[src/rtl/inst_loader_if.sv]
// Byte-stream input and instruction-RAM write bus of the instruction loader.
// The loader takes the master modport; the byte source and RAM take the slave side.
interface inst_loader_if;
    // A byte moves on a rising edge only when byte_valid && byte_ready are both high.
    // The source holds byte_data stable while byte_valid is high and not yet accepted.
    // we is a one-cycle write strobe; waddr/wdata are meaningful only while we is high.
    logic        byte_valid;
    logic [7:0]  byte_data;
    logic        byte_ready;
    logic        we;
    logic [31:0] waddr;
    logic [31:0] wdata;

    modport master (
        input  byte_valid, byte_data,
        output byte_ready, we, waddr, wdata
    );

    modport slave (
        output byte_valid, byte_data,
        input  byte_ready, we, waddr, wdata
    );
endinterface

[src/rtl/inst_loader.sv]
// Packs a byte stream big-endian into 32-bit words and writes them into instruction RAM.
// Optional trailing XOR checksum byte is enabled by defining LOADER_CHECKSUM_EN.
module inst_loader #(
    parameter int DEPTH = 256,
    parameter int LEN_W = 9
) (
    input  logic             clk,
    input  logic             rst_n,
    input  logic             start,
    input  logic [LEN_W-1:0] load_len,
    inst_loader_if.master    bus,
    output logic             busy,
    output logic             cpu_hold,
    output logic             done,
    output logic             err,
    output logic             chk_err,
    output logic [2:0]       dbg_state
);
    localparam int IDX_W = $clog2(DEPTH);

    typedef enum logic [2:0] {
        S_IDLE  = 3'd0,
        S_LOAD  = 3'd1,
        S_WRITE = 3'd2,
`ifdef LOADER_CHECKSUM_EN
        S_CHECK = 3'd4,
`endif
        S_DONE  = 3'd3
    } state_e;

    state_e           state_q, state_d;
    logic [LEN_W-1:0] len_q, len_d;
    logic [IDX_W-1:0] idx_q, idx_d;
    logic [1:0]       cnt_q, cnt_d;
    logic [31:0]      shreg_q, shreg_d;
    logic             we_q, we_d;
    logic [31:0]      waddr_q, waddr_d;
    logic [31:0]      wdata_q, wdata_d;
    logic             err_q, err_d;
    logic             xfer;
    logic             last_word;
`ifdef LOADER_CHECKSUM_EN
    logic [7:0]       csum_q, csum_d;
    logic             chk_err_q, chk_err_d;
`endif

    assign bus.byte_ready = (state_q == S_LOAD)
`ifdef LOADER_CHECKSUM_EN
                          || (state_q == S_CHECK)
`endif
                          ;
    assign xfer      = bus.byte_valid && bus.byte_ready;
    assign last_word = ({1'b0, idx_q} == (len_q - LEN_W'(1)));

    always_comb begin
        state_d = state_q;
        len_d   = len_q;
        idx_d   = idx_q;
        cnt_d   = cnt_q;
        shreg_d = shreg_q;
        we_d    = 1'b0;
        waddr_d = waddr_q;
        wdata_d = wdata_q;
        err_d   = 1'b0;
`ifdef LOADER_CHECKSUM_EN
        csum_d    = csum_q;
        chk_err_d = chk_err_q;
`endif
        case (state_q)
            S_IDLE: begin
                if (start) begin
`ifdef LOADER_CHECKSUM_EN
                    chk_err_d = 1'b0;
                    csum_d    = 8'h00;
`endif
                    if (load_len == '0) begin
                        state_d = S_DONE;
                    end else if (load_len > LEN_W'(DEPTH)) begin
                        err_d = 1'b1;
                    end else begin
                        len_d   = load_len;
                        idx_d   = '0;
                        cnt_d   = 2'd0;
                        state_d = S_LOAD;
                    end
                end
            end
            S_LOAD: begin
                if (xfer) begin
                    shreg_d = {shreg_q[23:0], bus.byte_data};
                    cnt_d   = cnt_q + 2'd1;
`ifdef LOADER_CHECKSUM_EN
                    csum_d  = csum_q ^ bus.byte_data;
`endif
                    // Register the write here so we/waddr/wdata are flops during WRITE.
                    if (cnt_q == 2'd3) begin
                        state_d = S_WRITE;
                        we_d    = 1'b1;
                        wdata_d = {shreg_q[23:0], bus.byte_data};
                        waddr_d = {{(30-IDX_W){1'b0}}, idx_q, 2'b00};
                    end
                end
            end
            S_WRITE: begin
                if (last_word) begin
`ifdef LOADER_CHECKSUM_EN
                    state_d = S_CHECK;
`else
                    state_d = S_DONE;
`endif
                end else begin
                    idx_d   = idx_q + IDX_W'(1);
                    state_d = S_LOAD;
                end
            end
`ifdef LOADER_CHECKSUM_EN
            S_CHECK: begin
                if (xfer) begin
                    if (bus.byte_data != csum_q) chk_err_d = 1'b1;
                    state_d = S_DONE;
                end
            end
`endif
            S_DONE:  state_d = S_IDLE;
            default: state_d = S_IDLE;
        endcase
    end

    always_ff @(posedge clk or negedge rst_n) begin
        if (!rst_n) begin
            state_q <= S_IDLE;
            len_q   <= '0;
            idx_q   <= '0;
            cnt_q   <= 2'd0;
            shreg_q <= 32'h0;
            we_q    <= 1'b0;
            waddr_q <= 32'h0;
            wdata_q <= 32'h0;
            err_q   <= 1'b0;
`ifdef LOADER_CHECKSUM_EN
            csum_q    <= 8'h00;
            chk_err_q <= 1'b0;
`endif
        end else begin
            state_q <= state_d;
            len_q   <= len_d;
            idx_q   <= idx_d;
            cnt_q   <= cnt_d;
            shreg_q <= shreg_d;
            we_q    <= we_d;
            waddr_q <= waddr_d;
            wdata_q <= wdata_d;
            err_q   <= err_d;
`ifdef LOADER_CHECKSUM_EN
            csum_q    <= csum_d;
            chk_err_q <= chk_err_d;
`endif
        end
    end

    assign bus.we    = we_q;
    assign bus.waddr = waddr_q;
    assign bus.wdata = wdata_q;
    assign busy      = (state_q != S_IDLE);
    assign cpu_hold  = busy;
    assign done      = (state_q == S_DONE);
    assign err       = err_q;
    assign dbg_state = state_q;
`ifdef LOADER_CHECKSUM_EN
    assign chk_err   = chk_err_q;
`else
    assign chk_err   = 1'b0;
`endif
endmodule

[src/flat_wrapper.sv]
// flat-port wrapper written by rule: the top's interface ports become plain ports
module inst_loader_flat 
#(
    parameter int DEPTH = 256,
    parameter int LEN_W = 9
)
  (clk, rst_n, start, load_len, busy, cpu_hold, done, err, chk_err, dbg_state, bus_byte_valid, bus_byte_data, bus_byte_ready, bus_we, bus_waddr, bus_wdata);
  inst_loader_if bus_i ();
  input  logic clk;
  input  logic rst_n;
  input  logic start;
  input  logic [LEN_W-1:0] load_len;
  output logic busy;
  output logic cpu_hold;
  output logic done;
  output logic err;
  output logic chk_err;
  output logic [2:0] dbg_state;
  input wire logic [$bits(bus_i.byte_valid)-1:0] bus_byte_valid;
  input wire logic [$bits(bus_i.byte_data)-1:0] bus_byte_data;
  output wire logic [$bits(bus_i.byte_ready)-1:0] bus_byte_ready;
  output wire logic [$bits(bus_i.we)-1:0] bus_we;
  output wire logic [$bits(bus_i.waddr)-1:0] bus_waddr;
  output wire logic [$bits(bus_i.wdata)-1:0] bus_wdata;
  assign bus_i.byte_valid = bus_byte_valid;
  assign bus_i.byte_data = bus_byte_data;
  assign bus_byte_ready = bus_i.byte_ready;
  assign bus_we = bus_i.we;
  assign bus_waddr = bus_i.waddr;
  assign bus_wdata = bus_i.wdata;
  inst_loader #(.DEPTH(DEPTH), .LEN_W(LEN_W)) u_core (.clk(clk), .rst_n(rst_n), .start(start), .load_len(load_len), .bus(bus_i), .busy(busy), .cpu_hold(cpu_hold), .done(done), .err(err), .chk_err(chk_err), .dbg_state(dbg_state));
endmodule
[config.mk]
export PLATFORM = sky130hd
export DESIGN_NAME = inst_loader_flat
export DESIGN_NICKNAME = d
export VERILOG_FILES = /design/src/rtl/inst_loader_if.sv /design/src/rtl/inst_loader.sv /design/src/flat_wrapper.sv
export SDC_FILE = /design/constraint.sdc
export NUM_CORES = 1
export LEC_CHECK = 0
export CAP_MARGIN = 30
export CORE_MARGIN = 10
export CORE_UTILIZATION = 54
export DETAILED_ROUTE_END_ITERATION = 10
export HOLD_SLACK_MARGIN = 0.03
export PLACE_DENSITY = 0.85
export SLEW_MARGIN = 40
export SYNTH_ARGS = -nofsm -noshare
export SYNTH_HDL_FRONTEND = slang
export SYNTH_SLANG_ARGS = --single-unit
[constraint.sdc]
create_clock -name clk -period 3.43 [get_ports clk]
set_input_delay 0.686 -clock clk [delete_from_list [all_inputs] [get_ports clk]]
set_output_delay 0.686 -clock clk [all_outputs]
set_load 0.02 [all_outputs]
==> out/results.tsv, run 1 <==
stage	metric	value	unit
finish	layout_commonest_cell	nand2_1	
clocking	cts_resized	0	
finish	nets	504	
sta	worst_pin_slew	672	ps
critical_path	reg2reg_depth	8	
critical_path	cp.depth	3	
critical_path	rr_startpoint	u_core.len_q[0]	
clocking	hold_buffers	0	
finish	fin_cells	585	
global_routing	antenna_found_initial	0	
power_and_ir_drop	clockPowerShare	15.7	%
synth	synth_ff_type	dfrtp_1	
finish	final_cell_mix	nand2_1, dfrtp_1, clkdlybuf4s50_1, mux2_2, conb_1	
drt	wl_per_cell	15.7	um
drt	drt_pre_antenna_iters	4	
sta	fin_ws	720	ps
global_routing	grt_usage	16.0	%
placed_design	hpwl	6.50	mm
critical_path	critPathLaunch	u_core.dbg_state[1]	
synth	synthCells	417	
sta	slew_violations	0	
synth	syn_area	4180	um2
outcome	status	finished, final reports clean	
power_and_ir_drop	peakVddDrop	0.427	mV
power_and_ir_drop	switching_share	39.5	%
clocking	postCtsSetupRepairBufs	0	
critical_path	path_delay_family	buffers and inverters	
clocking	cts-buffers-inserted	9	
synth	synth_area_leaders	dfrtp_1, nand2_1, mux2_2	
clocking	clock_sinks	87	
die	initial_core_util	54.9	%
die	rows	32	
global_routing	grt_max_degree	88	
sta	slew_headroom	55.2	%
critical_path	critPathMaxFanout	18	
die	dieWidth	108	um
sta	setup_violations	0	
power_and_ir_drop	share_seq_of_total_power	42.7	%
clocking	clk_pin_slew	90	ps
sta	hold_viol	0	
global_routing	grt_pass1_vias	3083	
synth	avgSynthCellArea	10.0	um2
power_and_ir_drop	p_leak	2.35	nW
synth	yosysSeqAreaShare	52.1	%
clocking	worst_skew_pair.late_latency	360	ps
die	core_area	7610	um2
critical_path	crit_type	flop to output pin	
power_and_ir_drop	p_sw	1.70	mW
placed_design	place_ws	510	ps
finish	drive_gt1_share	13.5	%
clocking	clockRootBuffer	clkbuf_8	
critical_path	arrival	2020	ps
placed_design	place_inst	569	
drt	wirelength	9.19	mm
drt	initialDrtViolationCount	138	
synth	synth-edff-count	0	
worst_hold_path	hold_path_class	primary input to asynchronous set/reset pin	
finish	synthToLayoutAreaGrowth	19.1	%
die	io_pins	95	
sta	min_period	2710	ps
placed_design	place_congestion	0.802	
critical_path	end_kind	output pin	
drt	drtAntennaViolNets	0	
synth	ys_seq_elements	87	
drt	num_vias	3083	
sta	rsz0062_at_grt	no	
critical_path	required	2740	ps
drt	viasPerCell	5.27	
synth	async_reset_ff_share	100	%
critical_path	critPathSlowestCell	dfrtp_1	
synth	synth.distinct_cells	57	
global_routing	grt_pass1_wl	15.1	mm
power_and_ir_drop	intPower	2.60	mW
flow_run	max_cap_viol_count	0	
sta	fin_setup_tns	0	ps
power_and_ir_drop	p_per_area	864	nW/um2
clocking	htree_levels	3	
critical_path	startpoint_type	flop	
global_routing	grt-ovfl-total	0	
critical_path	max_stage_delay	710	ps
synth	yosysWarnings	0	
synth	yosys.area.top_type	dfrtp_1	
clocking	clock_path_buffers	2	
sta	clock_skew	12.3	ps
finish	diodes	0	
clocking	cts_tree	yes	
die	die_h	108	um
sta	fmax	369	MHz
finish	final_core_util	65.4	%
critical_path	path_cells	nor2_1 -> inv_1 -> clkdlybuf4s50_1	
sta	timing.final.crit_share	79.0	%
drt	drc	0	
die	fp.dieArea	11700	um2
placed_design	portBuffers	68	
power_and_ir_drop	comb_power_share	41.5	%
synth	synth_top_area_share	52.1	%
critical_path	cp_num_buf_inv	2	
[worst paths after layout]
kind                                        endpoint  slack, ps
worst max register to register       u_core.idx_q[0]       1000
worst min register to register  u_core.bus.wdata[25]        470
max in group asynchronous       u_core.bus.wdata[25]       2600
worst min-delay path                   u_core.bus.we        350
worst max-delay path                            busy        720
min in group clk                u_core.bus.wdata[25]        470
[cell families after synthesis]
group / count (synthesis) / synth area share [%]
other cells: 1 / 0.0898
flops: 87 / 52.1
buf+inv: 57 / 8.54
simple gates: 185 / 20.6
xor+xnor: 5 / 1.05
mux: 34 / 9.19
fa+ha+maj: 5 / 1.50
compound gates: 43 / 6.89
[power groups by stage]
| stage | registers, mW | clock network [mW] | logic [mW] |
|---|---|---|---|
| finish | 1.84 | 0.677 | 1.78 |
| global route | 1.91 | 0.738 | 1.95 |
| global placement | 1.82 | 0 | 1.73 |
| CTS | 1.83 | 0.689 | 1.81 |
| detailed placement | 1.85 | 0 | 1.79 |
| floorplan | 1.95 | 0 | 0.975 |
[routing by layer]
layer	GRT usage [%]	vias up	wire length, um
met1	19.9	1510	3820
met3	4.94	6	723
li1	-	1458	-
met2	25.8	109	4580
met4	5.34	0	69
met5	0	-	0
[registers in the layout, summed over array words and instances, names as in the netlist]
signal	count
u_core.len_q	9
u_core.err	1
u_core.bus.waddr	8
u_core.dbg_state	2
u_core.idx_q	8
u_core.cnt_q	2
u_core.bus.we	1
u_core.bus.wdata	32
u_core.shreg_q	24
[area by class of cell]
type                       count  area, um2
clock buffer                   9        124
clock inverter                 7       63.8
fill                         591       2630
inverter                      12       45.0
multi-input combinational    298       1740
sequential                    87       2180
tap                          102        128
timing repair buffer          70        699
[synthesized netlist by cell type (2+ instances only)]
cell type,number
a211o_1,4
a21oi_1,9
a31oi_1,2
and2_1,2
and3_1,6
buf_1,4
buf_4,28
buf_6,2
clkbuf_1,7
clkbuf_8,2
dfrtp_1,87
ha_1,5
inv_1,11
mux2_2,31
mux2i_1,2
nand2_1,127
nand2b_1,4
nand3_1,4
nand3_2,3
nand4_1,3
nor2_1,12
nor2b_1,3
nor3_1,5
nor4_1,3
o211ai_1,4
o21ai_0,11
o31ai_1,2
or2_2,2
xnor2_1,4
[per-stage QoR]
| step | hold WS (ps) | total power [mW] | cell area, um2 |
|---|---|---|---|
| 2_1_floorplan | 390 | 2.93 | 4270 |
| 3_3_place_gp | 446 | 3.56 | 4780 |
| 3_5_place_dp | 450 | 3.64 | 4780 |
| 4_1_cts | 406 | 4.33 | 4970 |
| 5_1_grt | 410 | 4.60 | 4970 |
| 6_report | 353 | 4.30 | 4970 |
[worst reg2reg max path, stage by stage, from the launching register on]
cell	delay (ps)
dfrtp_1	550
inv_1	100
ha_1	330
and4b_2	310
o21ai_1	70
a22oi_2	300
nand3_2	190
nor2b_4	190
mux2_4	290
Note: power is estimated with default switching activity, not from simulation.
==> inputs of run 2 (changes only) <==
--- a/config.mk
+++ b/config.mk
@@ -7,10 +7,10 @@
 export LEC_CHECK = 0
 export CAP_MARGIN = 30
 export CORE_MARGIN = 10
-export CORE_UTILIZATION = 54
+export CORE_UTILIZATION = 45
 export DETAILED_ROUTE_END_ITERATION = 10
 export HOLD_SLACK_MARGIN = 0.03
-export PLACE_DENSITY = 0.85
+export PLACE_DENSITY = 0.76
 export SLEW_MARGIN = 40
 export SYNTH_ARGS = -nofsm -noshare
 export SYNTH_HDL_FRONTEND = slang
==> constraint.sdc (replaced) <==
create_clock -name clk -period 2.3 [get_ports clk]
set_input_delay 0.46 -clock clk [delete_from_list [all_inputs] [get_ports clk]]
set_output_delay 0.46 -clock clk [all_outputs]
set_load 0.02 [all_outputs]
==> out/results.tsv, run 2 (same netlist as run 1, synthesis figures left out) <==
stage	metric	value	unit
critical_path	end_kind	flop	
die	fp.dieArea	13500	um2
global_routing	antenna_found_initial	0	
critical_path	required	2540	ps
finish	largest_register_ffs	32	
clocking	clock_sinks	87	
sta	clock_skew	8.69	ps
die	die_h	116	um
critical_path	path_cells	clkdlybuf4s50_1 -> nor4_1 -> nand2_1 -> ha_1 -> nor2_1 -> a21oi_1 -> or2_4 -> nor2b_4 -> mux2_4	
finish	final_cell_mix	nand2_1, dfrtp_1, clkdlybuf4s50_1, mux2_2, conb_1	
die	rows	35	
critical_path	critPathSlowestCell	clkdlybuf4s50_1	
power_and_ir_drop	p_sw	2.53	mW
critical_path	startpoint_type	primary input	
critical_path	critPathMaxFanout	3	
critical_path	regToRegSetupSlack	150	ps
clocking	cts-buffers-inserted	9	
finish	diodes	0	
die	io_pins	95	
sta	timing.final.crit_share	94.6	%
global_routing	grt-ovfl-total	0	
finish	multi_input_area	1760	um2
power_and_ir_drop	switching_share	38.0	%
critical_path	path_delay_family	simple AND/OR/NAND/NOR gates	
global_routing	grt_pass1_wl	16.1	mm
drt	drc	0	
finish	synthToLayoutAreaGrowth	24.1	%
sta	min_period	2180	ps
sta	holdWs	62.2	ps
global_routing	grt_usage	14.8	%
die	core_area	9150	um2
finish	drive_gt1_share	17.0	%
critical_path	crit_type	primary input to flop	
drt	wirelength	9.72	mm
flow_run	max_cap_viol_count	0	
clocking	cts_tree	yes	
sta	slew_violations	0	
sta	setup_violations	0	
global_routing	grt_max_degree	51	
clocking	clockRootBuffer	clkbuf_8	
drt	drtAntennaViolNets	0	
finish	fill_cells	784	
finish	nets	520	
die	initial_core_util	45.6	%
critical_path	arrival	2410	ps
global_routing	grt_pass1_vias	3173	
drt	initialDrtViolationCount	222	
power_and_ir_drop	share_seq_of_total_power	40.1	%
clocking	clk_pin_slew	90	ps
sta	hold_viol	0	
global_routing	grt_util_met2	23.2	%
drt	wl_per_cell	15.9	um
clocking	htree_levels	3	
power_and_ir_drop	clockPowerShare	16.8	%
placed_design	placedInstanceArea	4940	um2
drt	viasPerCell	5.11	
critical_path	max_stage_delay	420	ps
global_routing	top_usage_layer	met2	
power_and_ir_drop	p_per_area	1280	nW/um2
power_and_ir_drop	total_power	6.66	mW
power_and_ir_drop	comb_power_share	43.1	%
clocking	worst_skew_pair.late_latency	350	ps
power_and_ir_drop	intPower	4.13	mW
sta	fin_setup_tns	0	ps
placed_design	hpwl	7.17	mm
worst_hold_path	hold_path_class	primary input to asynchronous set/reset pin	
finish	fin_area	5180	um2
finish	seq_area	2180	um2
sta	fmax	460	MHz
global_routing	met3_usage	5.08	%
drt	num_vias	3117	
die	dieWidth	116	um
sta	rsz0062_at_grt	no	
clocking	clock_path_buffers	2	
critical_path	cp_num_buf_inv	1	
power_and_ir_drop	p_leak	2.48	nW
power_and_ir_drop	peakVddDrop	0.631	mV
global_routing	use_met1	18.6	%
placed_design	place_congestion	0.815	
clocking	hold_buffers	0	
drt	drt_pre_antenna_iters	4	
critical_path	reg2reg_depth	8	
critical_path	rr_startpoint	u_core.len_q[0]	
outcome	status	finished, final reports clean	
finish	layout_commonest_cell	nand2_1	
placed_design	portBuffers	68	
critical_path	regToRegEndpoint	u_core.idx_q[0]	
## run 2: cell types whose count changed in the layout (fill, tap and decap cells not counted), moves of 2 or more
cell,change
dfrtp_2,+2
buf_12,+2
dfrtp_1,-2
buf_4,+15
dlymetal6s2s_1,+3
clkdlybuf4s50_1,-3
clkinvlp_4,-2
## run 2: cell type report
cell class                 instances  area share, %
sequential                        87           42.0
tap                              111           2.68
clock inverter                     6           1.47
multi-input combinational        298           34.0
timing repair buffer              86           16.3
clock buffer                      10           2.66
inverter                          12          0.869
## run 2: how the worst max path moves through the flow
stage | depth (start not counted) | end | slack (ps) | from
global route | 9 | u_core.idx_q[4] | 30 | u_core.len_q[0]
detailed placement | 9 | u_core.idx_q[2] | -420 | load_len[1]
finish | 9 | u_core.idx_q[0] | 120 | load_len[5]
CTS | 9 | u_core.idx_q[0] | 2 | load_len[1]
global placement | 9 | u_core.idx_q[0] | -380 | load_len[1]
floorplan | 10 | u_core.idx_q[0] | 220 | u_core.len_q[0]
## run 2: stage by stage
| step | std cells | utilization (%) | setup WS (ps) |
|---|---|---|---|
| after floorplan | 442 | - | 219 |
| after global placement | 594 | 54.0 | -384 |
| after detailed placement | 594 | 54.0 | -423 |
| after CTS | 610 | 56.4 | 2.36 |
| after global routing | 610 | 56.6 | 26.1 |
| final | 610 | 56.6 | 125 |
## run 2: power groups by stage
stage                     Clock, mW  Combinational (mW)  Sequential, mW
after detailed placement          0                2.87            2.69
final                          1.12                2.87            2.67
after global placement            0                2.78            2.66
after CTS                      1.14                2.89            2.66
after floorplan                   0                1.45            2.91
after global routing           1.22                3.14            2.76
## run 2: repair_timing
item                       in CTS  in global routing
pin swaps                       0                  2
setup buffers                   0                  0
setup endpoints to repair       4                 10
gates resized for setup         1                  7
## run 2: layer usage
metal | up-vias | routed length (um)
met5 | - | 0
met1 | 1511 | 4220
met2 | 97 | 4610
met3 | 12 | 764
met4 | 0 | 135
li1 | 1497 | -
